### src/rtl/zapper_input.sv
// zapper_input: light-gun front end; synchronises and debounces the trigger,
// qualifies the photodiode against visible pixels and latches a per-frame hit verdict.
module zapper_input #(
   parameter int DEBOUNCE_CYCLES = 250000,
   parameter int DETECT_MIN_PIX  = 16,
   parameter bit SENSOR_ACT_LOW  = 1'b1,
   parameter bit TRIG_ACT_LOW    = 1'b0
) (
   input  logic        clk,
   input  logic        rst_n,
   input  logic        trigger_raw,
   input  logic        sensor_raw,
   input  logic        valid,
   input  logic        frame_start,
   output logic        trigger,
   output logic        trigger_pulse,
   output logic        detect,
   output logic [18:0] light_pixels
);
   localparam int CW = $clog2(DEBOUNCE_CYCLES + 1);
   localparam int RW = $clog2(DETECT_MIN_PIX + 1);
   localparam logic [0:0] STABLE   = 1'b0;
   localparam logic [0:0] COUNTING = 1'b1;
   localparam logic [CW-1:0] CNT_LAST = CW'(DEBOUNCE_CYCLES - 1);
   localparam logic [RW-1:0] RUN_MAX  = RW'(DETECT_MIN_PIX);
   logic [1:0]    trig_sync_q, sens_sync_q;
   logic [0:0]    state_q, state_d;
   logic [CW-1:0] cnt_q, cnt_d;
   logic          trigger_q, trigger_d, pulse_q, pulse_d;
   logic [RW-1:0] run_q, run_d, run_b;
   logic          hit_q, hit_d, hit_b;
   logic [18:0]   acc_q, acc_d, acc_b;
   logic          detect_q, detect_d;
   logic [18:0]   light_q, light_d;
   logic          trig_s, sens_s, differ, flip;
   always_comb begin
      trig_s    = trig_sync_q[1] ^ TRIG_ACT_LOW;
      sens_s    = sens_sync_q[1] ^ SENSOR_ACT_LOW;
      differ    = trig_s != trigger_q;
      flip      = state_q == COUNTING && differ && cnt_q == CNT_LAST;
      state_d   = (!differ || flip) ? STABLE : COUNTING;
      cnt_d     = state_d == STABLE ? '0 : cnt_q + 1'b1;
      trigger_d = trigger_q ^ flip;
      pulse_d   = flip && !trigger_q;
   end
   // A frame_start sample is accumulated on top of the freshly cleared frame state.
   always_comb begin
      run_b    = frame_start ? '0 : run_q;
      hit_b    = frame_start ? 1'b0 : hit_q;
      acc_b    = frame_start ? '0 : acc_q;
      run_d    = !valid ? run_b : !sens_s ? '0 : run_b == RUN_MAX ? RUN_MAX : run_b + 1'b1;
      acc_d    = (valid && sens_s && acc_b != '1) ? acc_b + 1'b1 : acc_b;
      hit_d    = hit_b || run_d == RUN_MAX;
      detect_d = frame_start ? hit_q : detect_q;
      light_d  = frame_start ? acc_q : light_q;
   end
   // Synchronisers reset to the idle pin level so reset never fakes a press or a lit pixel.
   always_ff @(posedge clk or negedge rst_n) begin
      if (!rst_n) begin
         trig_sync_q <= {2{TRIG_ACT_LOW}};
         sens_sync_q <= {2{SENSOR_ACT_LOW}};
         state_q     <= STABLE;
         cnt_q       <= '0;
         trigger_q   <= 1'b0;
         pulse_q     <= 1'b0;
         run_q       <= '0;
         hit_q       <= 1'b0;
         acc_q       <= '0;
         detect_q    <= 1'b0;
         light_q     <= '0;
      end else begin
         trig_sync_q <= {trig_sync_q[0], trigger_raw};
         sens_sync_q <= {sens_sync_q[0], sensor_raw};
         state_q     <= state_d;
         cnt_q       <= cnt_d;
         trigger_q   <= trigger_d;
         pulse_q     <= pulse_d;
         run_q       <= run_d;
         hit_q       <= hit_d;
         acc_q       <= acc_d;
         detect_q    <= detect_d;
         light_q     <= light_d;
      end
   end
   assign trigger       = trigger_q;
   assign trigger_pulse = pulse_q;
   assign detect        = detect_q;
   assign light_pixels  = light_q;
endmodule
### config.mk
export PLATFORM = sky130hd
export DESIGN_NAME = zapper_input
export DESIGN_NICKNAME = d
export VERILOG_FILES = /design/src/rtl/zapper_input.sv
export SDC_FILE = /design/constraint.sdc
export NUM_CORES = 1
export LEC_CHECK = 0
export ABC_CLOCK_PERIOD_IN_PS = 1960
export CORE_MARGIN = 8
export CORE_UTILIZATION = 31
export DETAILED_ROUTE_END_ITERATION = 6
export PLACE_DENSITY = 0.49
export REMOVE_ABC_BUFFERS = 1
export SYNTH_ARGS = -nofsm -noshare
export SYNTH_HDL_FRONTEND = slang
export SYNTH_SLANG_ARGS = --single-unit
### constraint.sdc
create_clock -name clk -period 1.96 [get_ports clk]
set_input_delay 0.392 -clock clk [delete_from_list [all_inputs] [get_ports clk]]
set_output_delay 0.392 -clock clk [all_outputs]
set_load 0.05 [all_outputs]
==> results of run 1 <==
[timing repair]
action	in CTS	in global routing
gates resized for setup	1	9
cloned	0	0
endpoints found under the setup margin	1	15
hold buffers	1	0
buffers inserted	0	2
pin swaps	0	3
hold endpoints to repair	13	0
[state kept, by name, summed over array words and instances, names as in the netlist]
register,count
acc_q,19
trig_sync_q,2
hit_q,1
sens_sync_q,2
cnt_q,18
state_q,1
run_q,5
trigger,1
trigger_pulse,1
light_pixels,19
detect,1
[per-layer routing]
metal  up-vias  global-route usage (%)  wire (um)  part of all wire (%)
met5         -                       0          0                     0
met4         0                   3.557        103                   1.5
met1      1172                   12.83       3349                    48
met2        31                   16.74       3338                    47
li1       1168                       -          -                     -
met3        11                   3.332        248                   3.5
[report_power, final]
part / switching, mW / leakage, nW / internal [mW] / total, mW
Clock: 0.592 / 0.103 / 0.632 / 1.22
Sequential: 0.0144 / 0.957 / 1.47 / 1.48
Combinational: 0.115 / 0.942 / 0.0877 / 0.203
[worst register-to-register path, cell delays in order, from the launching register on]
cell and delay (ns):
dfrtp_1 0.38, nor2b_2 0.16, ha_2 0.18, and3b_1 0.17, and4_4 0.21, a211oi_4 0.21
nand4_1 0.12, mux2_1 0.32
[cell families after synthesis]
family,synth area share [%]
simple gates,19.65
flops,53.59
compound gates,6.575
xor+xnor,6.957
mux,8.525
buf+inv,2.790
fa+ha+maj,1.911
[layout by cell type (no fill, tap or decap), types with 3 or more instances in the layout]
cell             count
a21oi_1              7
and3_1               7
and4_1               4
buf_4               42
clkbuf_8            10
clkdlybuf4s50_1     15
dfrtp_1             68
dlymetal6s2s_1       3
ha_1                 4
inv_1               12
mux2_2              22
nand2_1             18
nand3_1             15
nand4_1             10
nor2_1              33
nor2b_1             11
nor4_1               3
o21ai_0              5
xnor2_1             14
xor2_1              12
[path summary, 6_finish.rpt]
| kind | slack (ns) | end | cells past startpoint |
|---|---|---|---|
| max in group asynchronous | 0.91 | sens_sync_q[1] | 3 |
| worst max register to register | 0.11 | acc_q[15] | 7 |
| min in group asynchronous | 0.51 | cnt_q[8] | 2 |
| worst max-delay path | 0.06 | light_pixels[6] | 1 |
| worst min-delay path | 0.35 | trig_sync_q[1] | 0 |
| worst min register to register | 0.35 | trig_sync_q[1] | 0 |
[per-stage QoR]
| step | total power [mW] | TNS (ns) | instance area, um^2 | utilization (%) | hold slack [ns] |
|---|---|---|---|---|---|
| floorplan | 1.584 | -0.1522 | 3227 | - | 0.09641 |
| global placement | 1.707 | -0.8256 | 3938 | 38.31 | 0.3339 |
| detailed placement | 1.709 | -1.109 | 3938 | 38.31 | 0.3364 |
| CTS | 2.952 | 0 | 4153 | 40.41 | 0.3569 |
| global route | 3.036 | -0.03405 | 4202 | 40.88 | 0.3577 |
| finish | 2.908 | 0 | 4202 | 40.88 | 0.3533 |
[cell type report]
| class | count | area (um^2) |
|---|---|---|
| repair buffers | 66 | 571.8 |
| inverters | 12 | 45.04 |
| multi-input cells | 203 | 1454 |
| clock buffers | 10 | 137.6 |
| fillers | 1033 | 6076 |
| well taps | 136 | 170.2 |
| flip-flops and latches | 70 | 1754 |
| clock inverters | 6 | 68.82 |
==> summary.md, run 1 <==
| Metric | Value |
|---|---|
| Clk_lat worst skew | 0.34 ns |
| Number of global-route vias before repair | 2,452 |
| CTS buffer count | 9 |
| Final Cycle Share | 96.83% |
| Drt wl/cell | 13.99 um |
| Post-synth cell types | 48 |
| Final setup violation count | 0 |
| Area growth, synth to finish | 28.36% |
| WP data required | 1.57 ns |
| Die ar. | 14,100 um^2 |
| I/O Buffers | 27 |
| Total gr overflow | 0 |
| Clk slew on worst S/H paths | 0.09 ns |
| Worst-Margin Slew | 0.5155 ns |
| Final WS setup | 0.06205 ns |
| Iter 0 DRT Violations | 122 |
| H-tree levels | 3 |
| CP Class | reg2out |
| Asr flop ratio synth | 100.0% |
| CTS tree | done |
| Largest net degree at the start of global routing | 35 |
| Initial Utilization | 31.85% |
| DP HPWL | 4.963 mm |
| Root Driver | clkbuf_8 |
| CP bufs+invs | 1 |
| Core area | 10,280 um^2 |
| Synth top area cells | dfrtp_1 (52%), mux2_2 (7.6%), nor2_1 (3.8%) |
| Share of post-route cells with drive strength above 1 | 27.25% |
| Top FF cell, synth | dfrtp_1 |
| Worst r2r src | acc_q[1] |
| Top cells by count, synth | dfrtp_1 (68), nor2_1 (33), mux2_2 (22), nand2_1 (18), nand3_1 (15) |
| # DRC | 0 |
| Worst setup SP type | flop |
| Syn. warnings | 0 |
| Worst path slowest cell | clkdlybuf4s50_1 |
| Critical path origin | light_pixels[6] |
| # diodes | 0 |
| Highest Clock Rate | 0.5269 GHz |
| Final Max Tran Viols | 0 |
| Count leader, synth | dfrtp_1 |
| Share of the synthesized area in the top cell type | 51.99% |
| Final ANT Viol Nets | 0 |
| CP Capture Type | primary output |
| Leak | 2.002 nW |
| DP Worst Slack | -0.1678 ns |
| GRT Util Overall | 10.39% |
| Crit path max fanout | 2 |
| CP delay by family, top | buffers and inverters |
| Fin nets | 373 |
| Die Span X | 118.8 um |
| CTS Sinks | 70 |
| Worst Hold Launch | trig_sync_q[0] |
| Slew margin rel. | 65.58% |
| Power Density | 692.1 nW/um^2 |
| Total length of routed wires | 7.039 mm |
| Outcome | complete, no violations |
| Die Ht | 118.8 um |
| Vias post-DR | 2,382 |
| Placed Cells incl. Taps | 484 |
| Avg Inst Size Synth | 11.10 um^2 |
| IR Drop Worst-Case VDD | 0.0005498 V |
| Worst Skew | 0.009733 ns |
| MaxCap Viol Count | 0 |
| Worst Hold Class | reg2reg |
| Crit path time final | 1.898 ns |
| Antenna violations before repair | 0 |
| Crit path cell chain | clkdlybuf4s50_1 |
| RSZ-0062 raised after global routing | yes |
| Number of synthesized flops with an enable pin | 0 |
| Post-synthesis instance area | 3273 um^2 |
| Detailed Routing Iterations Pass 1 | 4 |
| Top cell type by total area after synthesis | dfrtp_1 |
| Clock Tree Buf Depth | 2 |
| Max incr delay on CP | 0.80 ns |
| Number of vias per cell | 4.736 |
| Post-synthesis sequential area ratio | 53.59% |
| Post-synthesis register bit count | 70 |
| Global-route wire length before repair | 12.01 mm |
| Fin. Hold Viols | 0 |
| I/O Pins | 28 |
| Critical Path AT | 1.51 ns |
| Layout Cells excl Fill | 503 |
| Routability Congestion | 0.7858 |
| FP Rows | 37 |
| Mapped Cells | 295 |
Note: power is estimated with default switching activity, not from simulation.
==> run 2, diff against run 1 <==
--- a/config.mk
+++ b/config.mk
@@ -6,10 +6,10 @@
 export NUM_CORES = 1
 export LEC_CHECK = 0
 export ABC_CLOCK_PERIOD_IN_PS = 1960
-export CORE_MARGIN = 8
+export CORE_MARGIN = 2
 export CORE_UTILIZATION = 31
 export DETAILED_ROUTE_END_ITERATION = 6
-export PLACE_DENSITY = 0.49
+export PLACE_DENSITY_LB_ADDON = 0.12
 export REMOVE_ABC_BUFFERS = 1
 export SYNTH_ARGS = -nofsm -noshare
 export SYNTH_HDL_FRONTEND = slang
==> run 2 against run 1 <==
  * Sequential power about the same
  * Largest cell class unchanged
  * Sequential share of layout area shrank 0.31 points
  * Via count fell by 2.0%
  * Highest routed layer unchanged
==> summary.md, run 2 (synthesized netlist as in run 1, its figures left out) <==
| Metric | Value |
|---|---|
| CTS Sinks | 70 |
| H-tree levels | 3 |
| Routability Congestion | 0.7810 |
| Post-Route Utilization | 41.19% |
| Detailed Routing Iterations Pass 1 | 4 |
| CTS tree | done |
| Root Driver | clkbuf_8 |
| Drt wl/cell | 13.60 um |
| I/O Pins | 28 |
| Final setup violation count | 0 |
| Die ar. | 11,400 um^2 |
| Worst hold stages | 0 |
| Iter 0 DRT Violations | 86 |
| Die Span X | 106.8 um |
| Total power | 2.992 mW |
| Clk_lat worst skew | 0.35 ns |
| Worst Hold Class | reg2reg |
| Number of global-route vias before repair | 2,416 |
| Reg2Reg Depth | 7 |
| Most frequent cells in the layout | dfrtp_1 (68), buf_4 (39), nor2_1 (33) |
| FP Rows | 37 |
| # DRC | 0 |
| Worst r2r src | acc_q[0] |
| Power Density | 706.7 nW/um^2 |
| Worst path slowest cell | clkdlybuf4s50_1 |
| CP Capture Type | primary output |
| Crit path time final | 1.896 ns |
| # diodes | 0 |
| Core area | 10,280 um^2 |
| Total gr overflow | 0 |
| MaxCap Viol Count | 0 |
| I/O Buffers | 27 |
| Fin nets | 373 |
| Critical path origin | light_pixels[7] |
| Worst path depth | 1 |
| GRT Util Overall | 13.33% |
| Fin. Hold Viols | 0 |
| Worst-Margin Slew | 0.5050 ns |
| Final Cycle Share | 96.73% |
| Clk slew on worst S/H paths | 0.08 ns |
| Area growth, synth to finish | 29.32% |
| Global-route wire length before repair | 11.90 mm |
| CTS buffer count | 9 |
| Highest Clock Rate | 0.5274 GHz |
| WP data required | 1.57 ns |
| Clock Tree Buf Depth | 2 |
| Worst Hold Launch | trig_sync_q[0] |
| RSZ-0062 raised after global routing | yes |
| Number of vias per cell | 4.640 |
| Worst setup SP type | flop |
| CP bufs+invs | 1 |
| CP Class | reg2out |
| Antenna violations before repair | 0 |
| Die Ht | 106.8 um |
| Slew margin rel. | 66.28% |
| DP HPWL | 4.717 mm |
| Share of post-route cells with drive strength above 1 | 26.43% |
| Final Max Tran Viols | 0 |
| Largest net degree at the start of global routing | 31 |
| Hold WS | 0.3546 ns |
| Most common cell after layout, fill and taps aside | dfrtp_1 |
| Initial Utilization | 31.85% |
| Critical Path AT | 1.50 ns |
| Crit path cell chain | clkdlybuf4s50_1 |
| Outcome | complete, no violations |
| CP delay by family, top | buffers and inverters |
| Final ANT Viol Nets | 0 |
| IR Drop Worst-Case VDD | 0.0003799 V |
| Crit path max fanout | 2 |
| Max incr delay on CP | 0.81 ns |
| Total length of routed wires | 6.841 mm |
| Leak | 1.981 nW |
| Worst Skew | 0.01190 ns |
| Vias post-DR | 2,334 |
## run 2: cell types whose count changed in the layout (fill, tap and decap cells not counted), sizes merged
cell	before	now
bufinv	1	2
clkbuf	10	9
dlygate4sd2	1	0
dlymetal6s2s	3	2
clkdlybuf4s50	15	21
buf	46	42
## run 2: what timing repair did
action | 4_1_cts | 5_1_grt
pin swaps | 0 | 5
endpoints found under the setup margin | 3 | 11
buffers inserted | 0 | 1
endpoints found under the hold margin | 21 | 0
resized for setup | 1 | 10
hold buffers | 1 | 0
## run 2: metrics by stage
| stage | setup TNS (ns) | area [um^2] | setup slack [ns] | std cells |
|---|---|---|---|---|
| after floorplan | -0.1522 | 3227 | -0.04687 | 285 |
| after global placement | -1.702 | 3945 | -0.1932 | 485 |
| after detailed placement | -2.144 | 3945 | -0.2188 | 485 |
| after CTS | 0 | 4182 | 0.01380 | 502 |
| after global routing | -0.05454 | 4233 | -0.03291 | 503 |
| final | 0 | 4233 | 0.06403 | 503 |
## run 2: area by class of cell
class	count	area, um^2
Clock inverter	7	95.09
Clock buffer	9	123.9
Fill cell	1040	6045
Tap cell	136	170.2
Inverter	12	45.04
Sequential cell	70	1754
Timing Repair Buffer	66	574.3
Multi-Input combinational cell	203	1470
## run 2: layer usage
metal,up-vias,global-route usage [%],part of all wire (%)
met3,9,3.708,3.1
met4,0,4.731,1.5
met1,1138,16.81,47
met2,27,21.93,49
li1,1160,-,-
met5,-,0,0
## run 2: path summary, 6_finish.rpt
kind                                    endpoint  slack (ns)
worst max register to register         acc_q[15]        0.08
worst max-delay path             light_pixels[7]        0.06
min in group asynchronous       light_pixels[14]        0.51
max in group asynchronous       light_pixels[13]        0.90
worst min-delay path              trig_sync_q[1]        0.35
worst min register to register    trig_sync_q[1]        0.35
## run 2: worst register-to-register path: stages, from the launching register on
cell,delay [ns]
dfrtp_1,0.38
nor2b_2,0.16
ha_2,0.17
and3b_1,0.17
and4_4,0.22
a211oi_4,0.22
nand4_1,0.13
mux2_4,0.31
## run 2: where the power goes
group | switching (mW) | internal, mW
clock network | 0.592 | 0.721
registers | 0.0146 | 1.47
logic | 0.113 | 0.0837
==> run 3, diff against run 2 <==
--- a/config.mk
+++ b/config.mk
@@ -5,9 +5,8 @@
 export SDC_FILE = /design/constraint.sdc
 export NUM_CORES = 1
 export LEC_CHECK = 0
-export ABC_CLOCK_PERIOD_IN_PS = 1960
 export CORE_MARGIN = 2
-export CORE_UTILIZATION = 31
+export CORE_UTILIZATION = 45
 export DETAILED_ROUTE_END_ITERATION = 6
 export PLACE_DENSITY_LB_ADDON = 0.12
 export REMOVE_ABC_BUFFERS = 1
==> run 3 against run 2 <==
  * Hold slack worse by 0.30 ns
  * Setup slack worse by 0.0069 ns
  * Critical path depth stayed put
  * Die area is 30% lower
  * First-iteration DRC count is 23% lower
  * Highest routed layer unchanged
  * Power is 7.8% higher
  * Via count is 0.34% higher
  * Sequential power hardly changed
  * Non-clock buffer count is 4 lower
  * Register-to-register slack hardly changed
==> summary.md, run 3 (synthesized netlist as in run 1, its figures left out) <==
| Metric | Value |
|---|---|
| Clock power share | 48.1% |
| Worst Hold Class | in2async |
| Most common cell after layout, fill and taps aside | dfrtp_1 |
| Net Sw Frac | 21.65% |
| CTS Sinks | 70 |
| MaxCap Viol Count | 0 |
| Die Span X | 89.29 um |
| Most frequent cells in the layout | dfrtp_1 (68), buf_4 (34), nor2_1 (33) |
| I/O Buffers | 27 |
| Setup_tns | 0 ns |
| CP Capture Type | primary output |
| PostCTS Resize Cnt | 0 |
| Area after DPL | 3886 um^2 |
| IR Drop Worst-Case VDD | 0.0003666 V |
| DP Worst Slack | -0.1819 ns |
| Clock Tree Buf Depth | 2 |
| CTS buffer count | 9 |
| Max incr delay on CP | 0.80 ns |
| Leak | 1.994 nW |
| Core area | 7137 um^2 |
| Die Ht | 89.29 um |
| FP Rows | 31 |
| Fin. Hold Viols | 0 |
| Global-route wire length before repair | 10.70 mm |
| Reg2Reg Setup Slack | 0.08 ns |
| Critical path destination | light_pixels[11] |
| Clk slew on worst S/H paths | 0.08 ns |
| Total power | 3.225 mW |
| Largest net degree at the start of global routing | 71 |
| Worst path slowest cell | clkdlybuf4s50_1 |
| Post-CTS Setup Repair Bufs | 0 |
| WP data required | 1.57 ns |
| Outcome | complete, no violations |
| Crit path max fanout | 2 |
| Area growth, synth to finish | 28.06% |
| Number of vias per cell | 5.069 |
| Iter 0 DRT Violations | 66 |
| Design Area, Final | 4192 um^2 |
| RSZ-0062 raised after global routing | yes |
| CTS tree | done |
| P_int | 2.526 mW |
| Worst path depth | 1 |
| I/O Pins | 28 |
| Final Max Tran Viols | 0 |
| Reg-to-reg endpoint | acc_q[15] |
| Critical path origin | light_pixels[11] |
| Final Cycle Share | 97.09% |
| Worst setup SP type | flop |
| Seq pwr share | 46.0% |
| H-tree levels | 3 |
| Psw | 0.6983 mW |
| Vias post-DR | 2,342 |
| Detailed Routing Iterations Pass 1 | 4 |
| Clk_lat worst skew | 0.35 ns |
| GRT Util Overall | 17.74% |
| Power Density | 769.3 nW/um^2 |
| Critical Path AT | 1.51 ns |
| Logic pwr share | 5.9% |
| Reg2Reg Depth | 7 |
| Final ANT Viol Nets | 0 |
| Crit path time final | 1.903 ns |
| Total gr overflow | 0 |
| DP HPWL | 4.468 mm |
| Drt wl/cell | 14.13 um |
| Fin nets | 369 |
| Share of post-route cells with drive strength above 1 | 25.07% |
| Final setup violation count | 0 |
| Worst Skew | 0.006152 ns |
| Die ar. | 7972 um^2 |
| Worst r2r src | acc_q[1] |
| CTS hold repair buffers | 0 |
| Number of global-route vias before repair | 2,299 |
| Final WS setup | 0.05711 ns |
| Root Driver | clkbuf_8 |
| CP bufs+invs | 1 |
| Worst-Margin Slew | 0.5054 ns |
| # diodes | 0 |
| CP Class | reg2out |
| Initial Utilization | 45.86% |
| Total length of routed wires | 6.526 mm |
| CP delay by family, top | buffers and inverters |
| Slew margin rel. | 66.25% |
| Post-Route Utilization | 58.73% |
| Highest Clock Rate | 0.5255 GHz |
| Crit path cell chain | clkdlybuf4s50_1 |
| # DRC | 0 |
| Antenna violations before repair | 0 |
| Routability Congestion | 0.8707 |
-- run 3: cell count changes in the layout (fill, tap and decap cells not counted), sizes merged --
cell and change:
clkinv -1, bufinv +2, inv -1, dlygate4sd3 -1
dlymetal6s2s +1, clkdlybuf4s50 +1, buf -5
-- run 3: power groups by stage --
stage                     clock (mW)  combinational [mW]  sequential, mW
after floorplan                    0              0.0553            1.53
after global routing            1.64               0.210            1.49
after CTS                       1.58               0.192            1.48
after detailed placement           0               0.190            1.51
after global placement             0               0.189            1.51
final                           1.55               0.190            1.48
-- run 3: worst min path at each step --
| stage | startpoint | endpoint | slack, ns |
|---|---|---|---|
| floorplan | rst_n | acc_q[0] | 0.1 |
| global placement | trig_sync_q[0] | trig_sync_q[1] | 0.33 |
| detailed placement | trig_sync_q[0] | trig_sync_q[1] | 0.34 |
| CTS | rst_n | cnt_q[4] | 0.06 |
| global route | rst_n | cnt_q[4] | 0.09 |
| finish | rst_n | cnt_q[15] | 0.06 |
-- run 3: area by class of cell --
cell class	instances	area, um^2
Clock inverter	7	145.1
Fill cell	629	2945
Multi-Input combinational cell	203	1456
Sequential cell	70	1754
Timing Repair Buffer	62	543.0
Inverter	12	45.04
Tap cell	99	123.9
Clock buffer	9	123.9
-- run 3: worst register-to-register path: cells and delay by family, from the launching register on --
kind	cells	cell delay, ns
AO/OA/AOI/OAI	1	0.21
flip-flops	1	0.39
adder cells (fa/ha/maj)	1	0.18
multiplexers	1	0.32
AND/OR/NAND/NOR	4	0.67
-- run 3: routing by layer --
metal | part of all wire [%] | vias up | track usage [%]
met1 | 47 | 1136 | 22.93
met4 | 2.0 | 0 | 9.362
li1 | - | 1158 | -
met5 | 0 | - | 0
met3 | 2.6 | 11 | 3.324
met2 | 49 | 37 | 28.35
-- run 3: stage by stage --
stage               instances  hold slack (ns)
finish                    462          0.05502
global route              462          0.08814
CTS                       462          0.06442
detailed placement        446           0.3387
global placement          446           0.3324
floorplan                 285          0.09641
